`config.mk`:
```
export PLATFORM = sky130hd
export DESIGN_NAME = boot_loader
export DESIGN_NICKNAME = d
export VERILOG_FILES = /design/src/rtl/boot_pkg.sv /design/src/rtl/boot_word_assembler.sv /design/src/rtl/boot_loader.sv
export SDC_FILE = /design/constraint.sdc
export NUM_CORES = 1
export LEC_CHECK = 0
export ABC_CLOCK_PERIOD_IN_PS = 3920
export BUFFER_PORTS_ARGS = -buffer_cell sky130_fd_sc_hd__clkbuf_2
export CORE_MARGIN = 2
export CORE_UTILIZATION = 63
export DETAILED_ROUTE_END_ITERATION = 8
export PLACE_DENSITY = 0.9
export SYNTH_ARGS = -nofsm -noshare
export SYNTH_HDL_FRONTEND = slang
export SYNTH_HIERARCHICAL = 1
export SYNTH_SLANG_ARGS = --single-unit
```
`constraint.sdc`:
```
create_clock -name clk -period 3.92 [get_ports clk]
set_input_delay 0.784 -clock clk [delete_from_list [all_inputs] [get_ports clk]]
set_output_delay 0.784 -clock clk [all_outputs]
set_load 0.03 [all_outputs]
```
`src/rtl/boot_pkg.sv`:
```
// boot_pkg: shared definitions for the boot loader.
//   state_t        - loader FSM state encoding
//   BYTES_PER_WORD - stream bytes per instruction word
//   HDR_BYTES      - length-prefix bytes at the start of an image
//   CHK_WIDTH      - width of the running checksum
package boot_pkg;

    typedef enum logic [2:0] {
        S_IDLE   = 3'd0,
        S_LEN_LO = 3'd1,
        S_LEN_HI = 3'd2,
        S_WORD   = 3'd3,
        S_FLUSH  = 3'd4,
        S_CHK    = 3'd5,
        S_DONE   = 3'd6,
        S_ERR    = 3'd7
    } state_t;

    localparam int BYTES_PER_WORD = 4;
    localparam int HDR_BYTES      = 2;
    localparam int CHK_WIDTH      = 8;

endpackage

```
`src/rtl/boot_word_assembler.sv`:
```
// boot_word_assembler: packs a byte stream into little-endian words.
// Ports:
//   clk, rst     - clock, synchronous active-high reset
//   clear        - holds the byte index at 0 (used while the loader is idle)
//   byte_valid   - a byte for this word is accepted this cycle
//   byte_data    - the accepted byte
//   last_byte    - the next accepted byte completes a word (index == 3)
//   word_valid   - one-cycle pulse, the cycle after a word completes
//   word_data    - the completed word, valid while word_valid is high
module boot_word_assembler
    import boot_pkg::*;
#(
    parameter int DATA_WIDTH = 32
) (
    input  logic                  clk,
    input  logic                  rst,
    input  logic                  clear,
    input  logic                  byte_valid,
    input  logic [7:0]            byte_data,
    output logic                  last_byte,
    output logic                  word_valid,
    output logic [DATA_WIDTH-1:0] word_data
);

    logic [23:0] low_bytes;
    logic [1:0]  byte_idx;

    assign last_byte = (byte_idx == 2'(BYTES_PER_WORD - 1));

    always_ff @(posedge clk) begin
        if (rst) begin
            low_bytes  <= '0;
            byte_idx   <= '0;
            word_valid <= 1'b0;
            word_data  <= '0;
        end else begin
            word_valid <= 1'b0;
            if (clear) begin
                byte_idx <= '0;
            end else if (byte_valid) begin
                if (last_byte) begin
                    // Fourth byte goes straight into the output word, so the
                    // next word may start on the very next cycle.
                    word_data  <= DATA_WIDTH'({byte_data, low_bytes});
                    word_valid <= 1'b1;
                    byte_idx   <= '0;
                end else begin
                    low_bytes[{byte_idx, 3'b000} +: 8] <= byte_data;
                    byte_idx <= byte_idx + 2'd1;
                end
            end
        end
    end

endmodule

```
`src/rtl/boot_loader.sv`:
```
// boot_loader: receives a length-prefixed program image over a byte stream
// and writes it word by word into instruction memory, then raises boot_done
// to hand instruction fetch over from BIOS to instruction memory.
// Optional feature macro: BOOT_LOADER_CHECKSUM_EN (8-bit checksum trailer).
// Ports:
//   clk, rst             - clock, synchronous active-high reset
//   start                - begin a load (only sampled in IDLE)
//   rx_valid/rx_data     - incoming byte stream
//   rx_ready             - a byte transfers when rx_valid && rx_ready
//   imem_we/addr/wdata   - one-cycle word write to instruction memory
//   busy                 - a load is in progress
//   boot_done, boot_err  - terminal status levels, held until rst
//
// Handshake: a byte is consumed on every rising edge where rx_valid and
// rx_ready are both high; rx_ready depends only on the current state, never
// on rx_valid, and stays high for the whole data phase (no mid-word stalls).
module boot_loader
    import boot_pkg::*;
#(
    parameter int                    DATA_WIDTH = 32,
    parameter int                    ADDR_WIDTH = 10,
    parameter logic [ADDR_WIDTH-1:0] BASE_ADDR  = '0
) (
    input  logic                  clk,
    input  logic                  rst,
    input  logic                  start,
    input  logic                  rx_valid,
    input  logic [7:0]            rx_data,
    output logic                  rx_ready,
    output logic                  imem_we,
    output logic [ADDR_WIDTH-1:0] imem_addr,
    output logic [DATA_WIDTH-1:0] imem_wdata,
    output logic                  busy,
    output logic                  boot_done,
    output logic                  boot_err
);

    // Largest word count that fits in instruction memory.
    localparam logic [32:0] MAX_WORDS = 33'd1 << ADDR_WIDTH;

`ifdef BOOT_LOADER_CHECKSUM_EN
    localparam state_t AFTER_DATA = S_CHK;
`else
    localparam state_t AFTER_DATA = S_DONE;
`endif

    state_t      state, state_next;
    logic [7:0]  len_lo;
    logic [15:0] n_words;
    logic [15:0] word_cnt;
    logic [15:0] len_full;
    logic        asm_valid;
    logic        last_byte;

    assign len_full = {rx_data, len_lo};

    boot_word_assembler #(.DATA_WIDTH(DATA_WIDTH)) u_asm (
        .clk        (clk),
        .rst        (rst),
        .clear      (state == S_IDLE),
        .byte_valid (asm_valid),
        .byte_data  (rx_data),
        .last_byte  (last_byte),
        .word_valid (imem_we),
        .word_data  (imem_wdata)
    );

`ifdef BOOT_LOADER_CHECKSUM_EN
    logic [CHK_WIDTH-1:0] sum;
    logic [CHK_WIDTH-1:0] sum_final;
    assign sum_final = sum + rx_data;
`endif

    always_comb begin
        state_next = state;
        rx_ready   = 1'b0;
        asm_valid  = 1'b0;
        case (state)
            S_IDLE: begin
                if (start) state_next = S_LEN_LO;
            end
            S_LEN_LO: begin
                rx_ready = 1'b1;
                if (rx_valid) state_next = S_LEN_HI;
            end
            S_LEN_HI: begin
                rx_ready = 1'b1;
                if (rx_valid) begin
                    if (len_full == 16'd0)
                        state_next = AFTER_DATA;
                    else if ({17'd0, len_full} > MAX_WORDS)
                        state_next = S_ERR;
                    else
                        state_next = S_WORD;
                end
            end
            S_WORD: begin
                rx_ready  = 1'b1;
                asm_valid = rx_valid;
                // word_cnt counts completed words, so the final word is the
                // one completing while word_cnt == N-1.
                if (rx_valid && last_byte && (word_cnt == n_words - 16'd1))
                    state_next = S_FLUSH;
            end
            S_FLUSH: begin
                state_next = AFTER_DATA;
            end
`ifdef BOOT_LOADER_CHECKSUM_EN
            S_CHK: begin
                rx_ready = 1'b1;
                if (rx_valid)
                    state_next = (sum_final == '0) ? S_DONE : S_ERR;
            end
`endif
            S_DONE: state_next = S_DONE;
            S_ERR:  state_next = S_ERR;
            default: state_next = S_IDLE;
        endcase
    end

    always_ff @(posedge clk) begin
        if (rst) begin
            state     <= S_IDLE;
            len_lo    <= '0;
            n_words   <= '0;
            word_cnt  <= '0;
            imem_addr <= BASE_ADDR;
        end else begin
            state <= state_next;
            if (state == S_IDLE && start) begin
                word_cnt  <= '0;
                imem_addr <= BASE_ADDR;
            end
            if (state == S_LEN_LO && rx_valid) len_lo <= rx_data;
            if (state == S_LEN_HI && rx_valid) n_words <= len_full;
            if (asm_valid && last_byte) word_cnt <= word_cnt + 16'd1;
            if (imem_we) imem_addr <= imem_addr + 1'b1;
        end
    end

`ifdef BOOT_LOADER_CHECKSUM_EN
    // Running sum over header and data bytes; the trailer is only compared.
    always_ff @(posedge clk) begin
        if (rst) begin
            sum <= '0;
        end else if (state == S_IDLE && start) begin
            sum <= '0;
        end else if (rx_valid && rx_ready && state != S_CHK) begin
            sum <= sum + rx_data;
        end
    end
`endif

    assign busy      = (state == S_LEN_LO) || (state == S_LEN_HI) ||
                       (state == S_WORD)   || (state == S_FLUSH)  ||
                       (state == S_CHK);
    assign boot_done = (state == S_DONE);
    assign boot_err  = (state == S_ERR);

endmodule

```
Word level (Yosys, flattened, before mapping) --
Cells that the tools add are included.
Word-level totals: logic and storage cells 70, output and inout bits 47, flip-flop bits (word level) 112
Cells by class: magnitude comparators 1, add/sub/neg operators 5, reduce and logical (&&, ||, !) cells 21, mux-type cells 16, shifts and indexed selects 2, equality and inequality tests 13, bitwise logic cells 3
Operators by type and width (number):
- $mux W16 | 2
- $bwmux W24 | 1
- $shift A8 B7 Y24 const A | 1
- $shiftx A8 B7 Y24 | 1
- $mux W10 | 2
- $mux W3 | 6
- $pmux W3 S6 | 1
- $add A16 B1 Y16 const B | 1
- $eq A16 B16 Y1 | 1
- $gt A16 B11 Y1 const B | 1
- $logic_not A16 Y1 | 1
- $sub A16 B1 Y16 const B | 1
- $eq A3 B3 Y1 const B | 4
- $add A10 B1 Y10 const B | 1
- $ne A2 B2 Y1 const B | 4
- $neg A5 Y7 | 1
- $eq A3 B2 Y1 const B | 2
- $logic_and A1 B1 Y1 | 6
- $reduce_and A3 Y1 | 2
- $reduce_or A3 Y1 | 2
- $logic_or A1 B1 Y1 | 4
- $reduce_and A4 Y1 | 1
- $reduce_bool A2 Y1 | 2
- $reduce_or A2 Y1 | 2
- other kinds (7) | 11

Logic depth before layout (Yosys ltp) --
Gate-level depths: netlist (run 1).
depth after elaboration 5, depth in mapped cells 8, gate-level depth less buffers 8

Modules after synthesis --
Netlist (run 1), hierarchy kept.
Modules (own cells, without submodules):
- boot_loader | sequential area each 1061.0 sq um, instances 1, area each 2884.0 sq um, cells an instance 368
- boot_word_assembler | sequential area each 1181.1 sq um, instances 1, area each 2306.0 sq um, cells an instance 276

Worst setup path before layout (run 1) --
No wires, ideal clock.
path kind in2reg, start point input rx_valid, end point register word_cnt[15], slack 1.591 ns, cell stages on the path 7, data arrival time 2.264 ns, buffers on the path 2, required time 3.855 ns, path through clkbuf_1 > nand4_1 > or3_1 > clkbuf_1 > nor3_1 > mux2_2 > nor2_1
On the way: longest elaborated chain between the ends 3, elaborated cells between the ends (all ways) 4, those cells by class mux: 2; reduce/logical: 2
RTL lines:
- start: declaration | line boot_loader.sv:27 | input logic rx_valid,
- $mux W1 (*) | line boot_loader.sv:78 | case (state)
- $logic_and A1 B1 Y1 (*) | line boot_loader.sv:136 | if (asm_valid && last_byte) word_cnt <= word_cnt + 16'd1;
- $mux W16 / $reduce_bool A2 Y1 (equally long branches)
- end signal: assignment | line boot_loader.sv:136
- end: declaration | line boot_loader.sv:50 | logic [15:0] word_cnt;
Every way passes the cells marked *; elsewhere a longest branch is shown, timed or not. A chain may end at the register's enable or synchronous reset.

Worst setup path after layout (run 1) --
start point register u_asm.byte_idx[0], end point register word_cnt[15]
On the way: longest elaborated chain between the ends 3, elaborated cells between the ends (all ways) 4, those cells by class eq/ne: 1; mux: 1; reduce/logical: 2
RTL lines:
- start: declaration | line boot_word_assembler.sv:26 | logic [1:0] byte_idx;
- start signal: assignment | line boot_word_assembler.sv:49 | byte_idx <= byte_idx + 2'd1;
- $eq A2 B2 Y1 (*) | line boot_word_assembler.sv:28 | assign last_byte = (byte_idx == 2'(BYTES_PER_WORD - 1));
- via last_byte | line boot_loader.sv:53 | logic last_byte;
- $logic_and A1 B1 Y1 (*) | line boot_loader.sv:136
- $mux W16 / $reduce_bool A2 Y1 (equally long branches)
Mark *: on every way through the listed nets, which the timed path passes. The rest lies on a longest branch.

==> results.json, run 1 <==
{
  "status": "finished, final reports clean",
  "cp-end-kind": "register",
  "synthArstFlopShare_pct": 0,
  "antenna_cells": 0,
  "grt_max_degree": 57,
  "avgSynthCellArea_um2": 8.06,
  "grt_pass1_vias": 4213,
  "dieArea_mm2": 0.00898,
  "fin_worst_skew_ps": 19.0,
  "dpl_worst_slack_ps": 1130,
  "rows": 33,
  "fin_nets": 696,
  "drtIter0Drc": 333,
  "switching_share_pct": 28.5,
  "clk_pin_slew_ps": 120,
  "drive_gt1_share_pct": 13.5,
  "antenna_found_initial": 0,
  "cts-htree-levels": 3,
  "crit_fanout": 13,
  "comb_power_share_pct": 9.5,
  "switchingPower_uw": 586,
  "worst_slew_pin_slew_ps": 856,
  "clkSinkCount": 112,
  "synth.most_common_cell": "nand2_1",
  "postSynthCellCount": 644,
  "first_pass_iters": 5,
  "fin_area_mm2": 0.00565,
  "period_share_pct": 74.0,
  "cts-buffers-inserted": 9,
  "synth_top_cell_area_share_pct": 43.2,
  "hold_violations": 0,
  "pin_count": 59,
  "arrival_ps": 3220,
  "post_cts_resized": 0,
  "antenna_left": 0,
  "multi_input_area_mm2": 0.00271,
  "synth_area_mm2": 0.00519,
  "synth_area_leaders": "dfxtp_1 (43%), nand2_1 (11%), a21oi_1 (8.6%), nand3_1 (3.3%), nor2_1 (3.3%)",
  "p_leak_uw": 0.00205,
  "setup_viol": 0,
  "seq_area_mm2": 0.00224,
  "vias": 4684,
  "slew_violations": 0,
  "dpl_cell_area_mm2": 0.00544,
  "start_kind": "register",
  "rsz0062_at_grt": "false",
  "stdcell_count": 786,
  "fill_cells": 662,
  "yosys.area.top_type": "dfxtp_1",
  "critical-path-max-stage-delay_ps": 650,
  "required_ps": 4230,
  "period_minus_slack_ps": 2900,
  "path_cells": "ha_1 > nand4_1 > or3_1 > nor3_1 > mux2_2 > nor2_1",
  "hold_class": "register to register",
  "post_cts_buffers": 0,
  "synth_edf_count": 0,
  "vdd_drop_max_v": 0.000212,
  "synthesis.nets": 664,
  "grt_overflow": 0,
  "setup_tns_ps": 0,
  "power_frac_clock_pct": 33.4,
  "ys_seq_area_share_pct": 43.2,
  "initial_utilization_pct": 64.1,
  "ys_seq_elements": 112,
  "p_per_area_mw_per_mm2": 364,
  "yosys_most_used_dff": "dfxtp_1",
  "core-area_mm2": 0.00809,
  "routed_via_density": 5.96,
  "slowest_stage": "or3_1",
  "fmax_ghz": 0.345,
  "synth_warnings": 6,
  "numPortBuffers": 58,
  "die_h_um": 94.8,
  "drcViolationCount": 0,
  "place_congestion": 0.862,
  "power_frac_seq_pct": 57.0,
  "power.internal_uw": 1470,
  "crit_type": "register to register",
  "slew_headroom_pct": 42.6,
  "drt-total-wl_um": 11900,
  "wl_per_cell_um": 15.1,
  "cts_hold_buf": 0,
  "yosysUniqueCellTypes": 54,
  "synth_top_cells_by_count": "nand2_1 (147), dfxtp_1 (112), a21oi_1 (89)",
  "root_buffer": "clkbuf_8",
  "die_w_um": 94.8,
  "cts_tree": "done",
  "grtUsageTotal_pct": 26.9,
  "maxCapViolations": 0,
  "fin_util_pct": 69.8,
  "placedCellCount": 770,
  "dp_hpwl_um": 8110,
  "cts_buffer_depth": 2,
  "clk_latency_ps": 390,
  "setup_ws_ps": 1020,
  "syn_to_final_growth_pct": 8.82,
  "grt_pass1_wl_um": 19300
}
-- cells by family after synthesis --
kind of cell	Yosys count	synth area share (%)
AO/OA/AOI/OAI	123	13.2
XOR/XNOR	31	5.23
adder cells (fa/ha/maj)	8	1.93
buffers and inverters	50	4.58
flip-flops	112	43.2
multiplexers	15	2.92
AND/OR/NAND/NOR	305	29.0
-- final timing paths --
kind / from / endpoint / slack, ps / cells after the start
max reg2reg: u_asm/byte_idx[0] / word_cnt[15] / 1020 / 6
min reg2reg: u_asm/low_bytes[15] / u_asm/word_data[15] / 460 / 2
min: u_asm/low_bytes[15] / u_asm/word_data[15] / 460 / 2
max: u_asm/byte_idx[0] / word_cnt[15] / 1020 / 6
-- cell usage in the layout, fill, tap and decap left out, drive strengths merged, types with 2 or more instances in the layout --
master and instances:
nand2b 4, nand3b 6, xnor2 16, a21oi 91, mux2i 14, and2 2
a31oi 4, nand4bb 3, nor4b 2, or3 4, inv 11, nor2 45
clkinv 3, o211ai 4, buf 6, nand3 35, nor4 10, o21ai 10
ha 8, a21o 2, nor3b 5, a311oi 3, nor3 16, a41oi 2
clkbuf 66, nand4 6, and3 9, nor2b 3, nand2 147, xor2 15
dfxtp 112, and3b 2, and4bb 2, a31o 2
-- sequential cells by signal, summed over array words and instances (netlist names) --
| name | count |
|---|---|
| imem_addr | 10 |
| len_lo | 8 |
| n_words | 16 |
| state | 3 |
| u_asm/byte_idx | 2 |
| u_asm/low_bytes | 24 |
| u_asm/word_data | 32 |
| u_asm/word_valid | 1 |
| word_cnt | 16 |
-- per-stage QoR --
stage | power [uW] | hold WS [ps]
after floorplan | 1340 | 432
after global placement | 1380 | 439
after detailed placement | 1390 | 445
after CTS | 2060 | 461
after global routing | 2130 | 472
final | 2060 | 455
-- power by group through the flow --
| stage | Sequential [uW] | Combinational (uW) | Clock (uW) |
|---|---|---|---|
| finish | 1170 | 196 | 688 |
| global route | 1180 | 214 | 738 |
| CTS | 1170 | 192 | 693 |
| detailed placement | 1200 | 190 | 0 |
| global placement | 1200 | 183 | 0 |
| floorplan | 1190 | 152 | 0 |
-- per-layer routing --
metal / vias up / track usage [%] / wire length, um
li1: 2257 / - / -
met1: 2228 / 35.5 / 5220
met2: 174 / 43.9 / 5740
met3: 25 / 3.83 / 688
met4: 0 / 11.7 / 230
met5: - / 0 / 0
-- area by class of cell --
type | instances | area share [%]
repair buffers | 63 | 5.85
well taps | 105 | 2.33
inverters | 8 | 0.532
clock buffers | 9 | 2.19
multi-input cells | 482 | 48.0
flip-flops and latches | 112 | 39.7
clock inverters | 7 | 1.42
-- worst max-delay path, delay by kind of cell, from the launching register on --
kind	cells	cell delay, ps
flops	1	540
mux	1	350
fa+ha+maj	1	490
simple gates	4	1450
Note: power is estimated with default switching activity, not from simulation.
==> run 2: changes to the inputs <==
--- a/config.mk
+++ b/config.mk
@@ -5,12 +5,12 @@
 export SDC_FILE = /design/constraint.sdc
 export NUM_CORES = 1
 export LEC_CHECK = 0
-export ABC_CLOCK_PERIOD_IN_PS = 3920
+export ABC_CLOCK_PERIOD_IN_PS = 2900
 export BUFFER_PORTS_ARGS = -buffer_cell sky130_fd_sc_hd__clkbuf_2
 export CORE_MARGIN = 2
-export CORE_UTILIZATION = 63
+export CORE_UTILIZATION = 58
 export DETAILED_ROUTE_END_ITERATION = 8
-export PLACE_DENSITY = 0.9
+export PLACE_DENSITY = 0.84
 export SYNTH_ARGS = -nofsm -noshare
 export SYNTH_HDL_FRONTEND = slang
 export SYNTH_HIERARCHICAL = 1
==> constraint.sdc (replaced) <==
create_clock -name clk -period 2.9 [get_ports clk]
set_input_delay 0.58 -clock clk [delete_from_list [all_inputs] [get_ports clk]]
set_output_delay 0.58 -clock clk [all_outputs]
set_load 0.03 [all_outputs]
==> run 2 against run 1 <==
Against the previous run:
- cell area rose by 0.71%
- global-route usage fell by 2.6 points
- largest power group unchanged
- combinational power rose by 35%
- wire length fell by 1.3%
- die area rose by 8.2%
- critical endpoint is now state[0]
- sequential power rose by 36%
- setup slack got worse by 510 ps
- first-iteration DRC count fell by 11%
- critical path depth rose by 2
- power rose by 38%
==> results.json, run 2 (same netlist as run 1, synthesis figures left out) <==
{
  "status": "finished, final reports clean",
  "rsz0062_at_grt": "false",
  "drcViolationCount": 0,
  "worst_slew_pin_slew_ps": 798,
  "drive_gt1_share_pct": 13.9,
  "final_cell_mix": "nand2_1 (147), dfxtp_1 (112), a21oi_1 (89)",
  "initial_utilization_pct": 59.8,
  "p_leak_uw": 0.00207,
  "cts_hold_buf": 0,
  "wl_per_cell_um": 14.8,
  "grt_pass1_vias": 4209,
  "die_h_um": 98.6,
  "fin_worst_skew_ps": 21.2,
  "cts_buffer_depth": 2,
  "place_congestion": 0.908,
  "slew_violations": 0,
  "maxCapViolations": 0,
  "clkSinkCount": 112,
  "grt_overflow": 0,
  "syn_to_final_growth_pct": 9.60,
  "numPortBuffers": 58,
  "crit_type": "register to register",
  "setup_viol": 0,
  "first_pass_iters": 5,
  "wl_met3_um": 611,
  "drt-total-wl_um": 11700,
  "top_regs": "u_asm/word_data (32), u_asm/low_bytes (24)",
  "post_cts_resized": 0,
  "fill_cells": 756,
  "fin_nets": 699,
  "post_cts_buffers": 0,
  "hold_class": "register to register",
  "p_per_area_mw_per_mm2": 498,
  "core-area_mm2": 0.00868,
  "highest_layer": "met4",
  "cts_tree": "done",
  "rows": 34,
  "seq_area_mm2": 0.00224,
  "dieArea_mm2": 0.00972,
  "largest_register_ffs": 32,
  "hold_violations": 0,
  "hold_depth": 2,
  "multi_input_area_mm2": 0.00271,
  "clk_latency_ps": 390,
  "start_kind": "register",
  "vias": 4631,
  "antenna_left": 0,
  "p_total_uw": 2830,
  "root_buffer": "clkbuf_8",
  "cts-htree-levels": 3,
  "cp-end-kind": "register",
  "fmax_ghz": 0.418,
  "slew_headroom_pct": 46.5,
  "routed-wl-met2_um": 5610,
  "dp_hpwl_um": 8150,
  "cts-buffers-inserted": 9,
  "grt_pass1_wl_um": 19600,
  "antenna_cells": 0,
  "crit_fanout": 7,
  "setup_tns_ps": 0,
  "period_share_pct": 82.4,
  "grtUsageTotal_pct": 24.3,
  "required_ps": 3150,
  "grt_max_degree": 46,
  "fin_area_mm2": 0.00569,
  "layout_commonest_cell": "nand2_1",
  "dpl_cell_area_mm2": 0.00547,
  "drtIter0Drc": 298,
  "reg2regPathDepth": 8,
  "wl_met1_um": 5220,
  "routed_via_density": 5.85,
  "period_minus_slack_ps": 2390,
  "antenna_found_initial": 0,
  "fin_util_pct": 65.5,
  "clk_pin_slew_ps": 130,
  "vdd_drop_max_v": 0.000270,
  "arrival_ps": 2640,
  "die_w_um": 98.6,
  "regMostFlops": "u_asm/word_data",
  "pin_count": 59
}
[run 2: changes by cell type in the layout (fill, tap and decap cells not counted), sizes merged]
cell	before	now
clkinvlp	1	0
inv	11	13
buf	6	9
clkinv	3	2
[run 2: cell type report]
type	count	area share, %
timing repair buffer	66	6.20
clock inverter	7	1.65
tap	108	2.38
clock buffer	9	2.18
multi-input combinational	482	47.6
inverter	8	0.528
sequential	112	39.4
[run 2: per-stage QoR]
| stage | instances | hold slack (ps) | setup WS, ps |
|---|---|---|---|
| after floorplan | 644 | 432 | 775 |
| after global placement | 776 | 441 | 732 |
| after detailed placement | 776 | 444 | 542 |
| after CTS | 792 | 451 | 546 |
| after global routing | 792 | 469 | 321 |
| final | 792 | 446 | 509 |
[run 2: worst paths after layout]
kind	startpoint	slack, ps	endpoint
worst max-delay path	n_words[0]	510	state[0]
worst min-delay path	u_asm/low_bytes[15]	450	u_asm/word_data[15]
worst max register to register	n_words[0]	510	state[0]
worst min register to register	u_asm/low_bytes[15]	450	u_asm/word_data[15]
[run 2: report_power, final]
group / internal [uW] / switching [uW]
clock network: 363 / 620
registers: 1560 / 30.3
logic: 88.9 / 175
[run 2: metal layers]
layer,vias up,track usage [%]
met5,-,0
met4,0,10.7
met3,26,3.90
met2,143,39.0
met1,2188,32.5
li1,2274,-
[run 2: worst max-delay path, cell delays in order, from the launching register on]
cell and delay, ps:
dfxtp_1 390, inv_1 80, ha_1 200, nor3b_2 430
nand2_1 130, xor2_1 150, o21a_1 170, nor4_1 530
a32oi_1 180
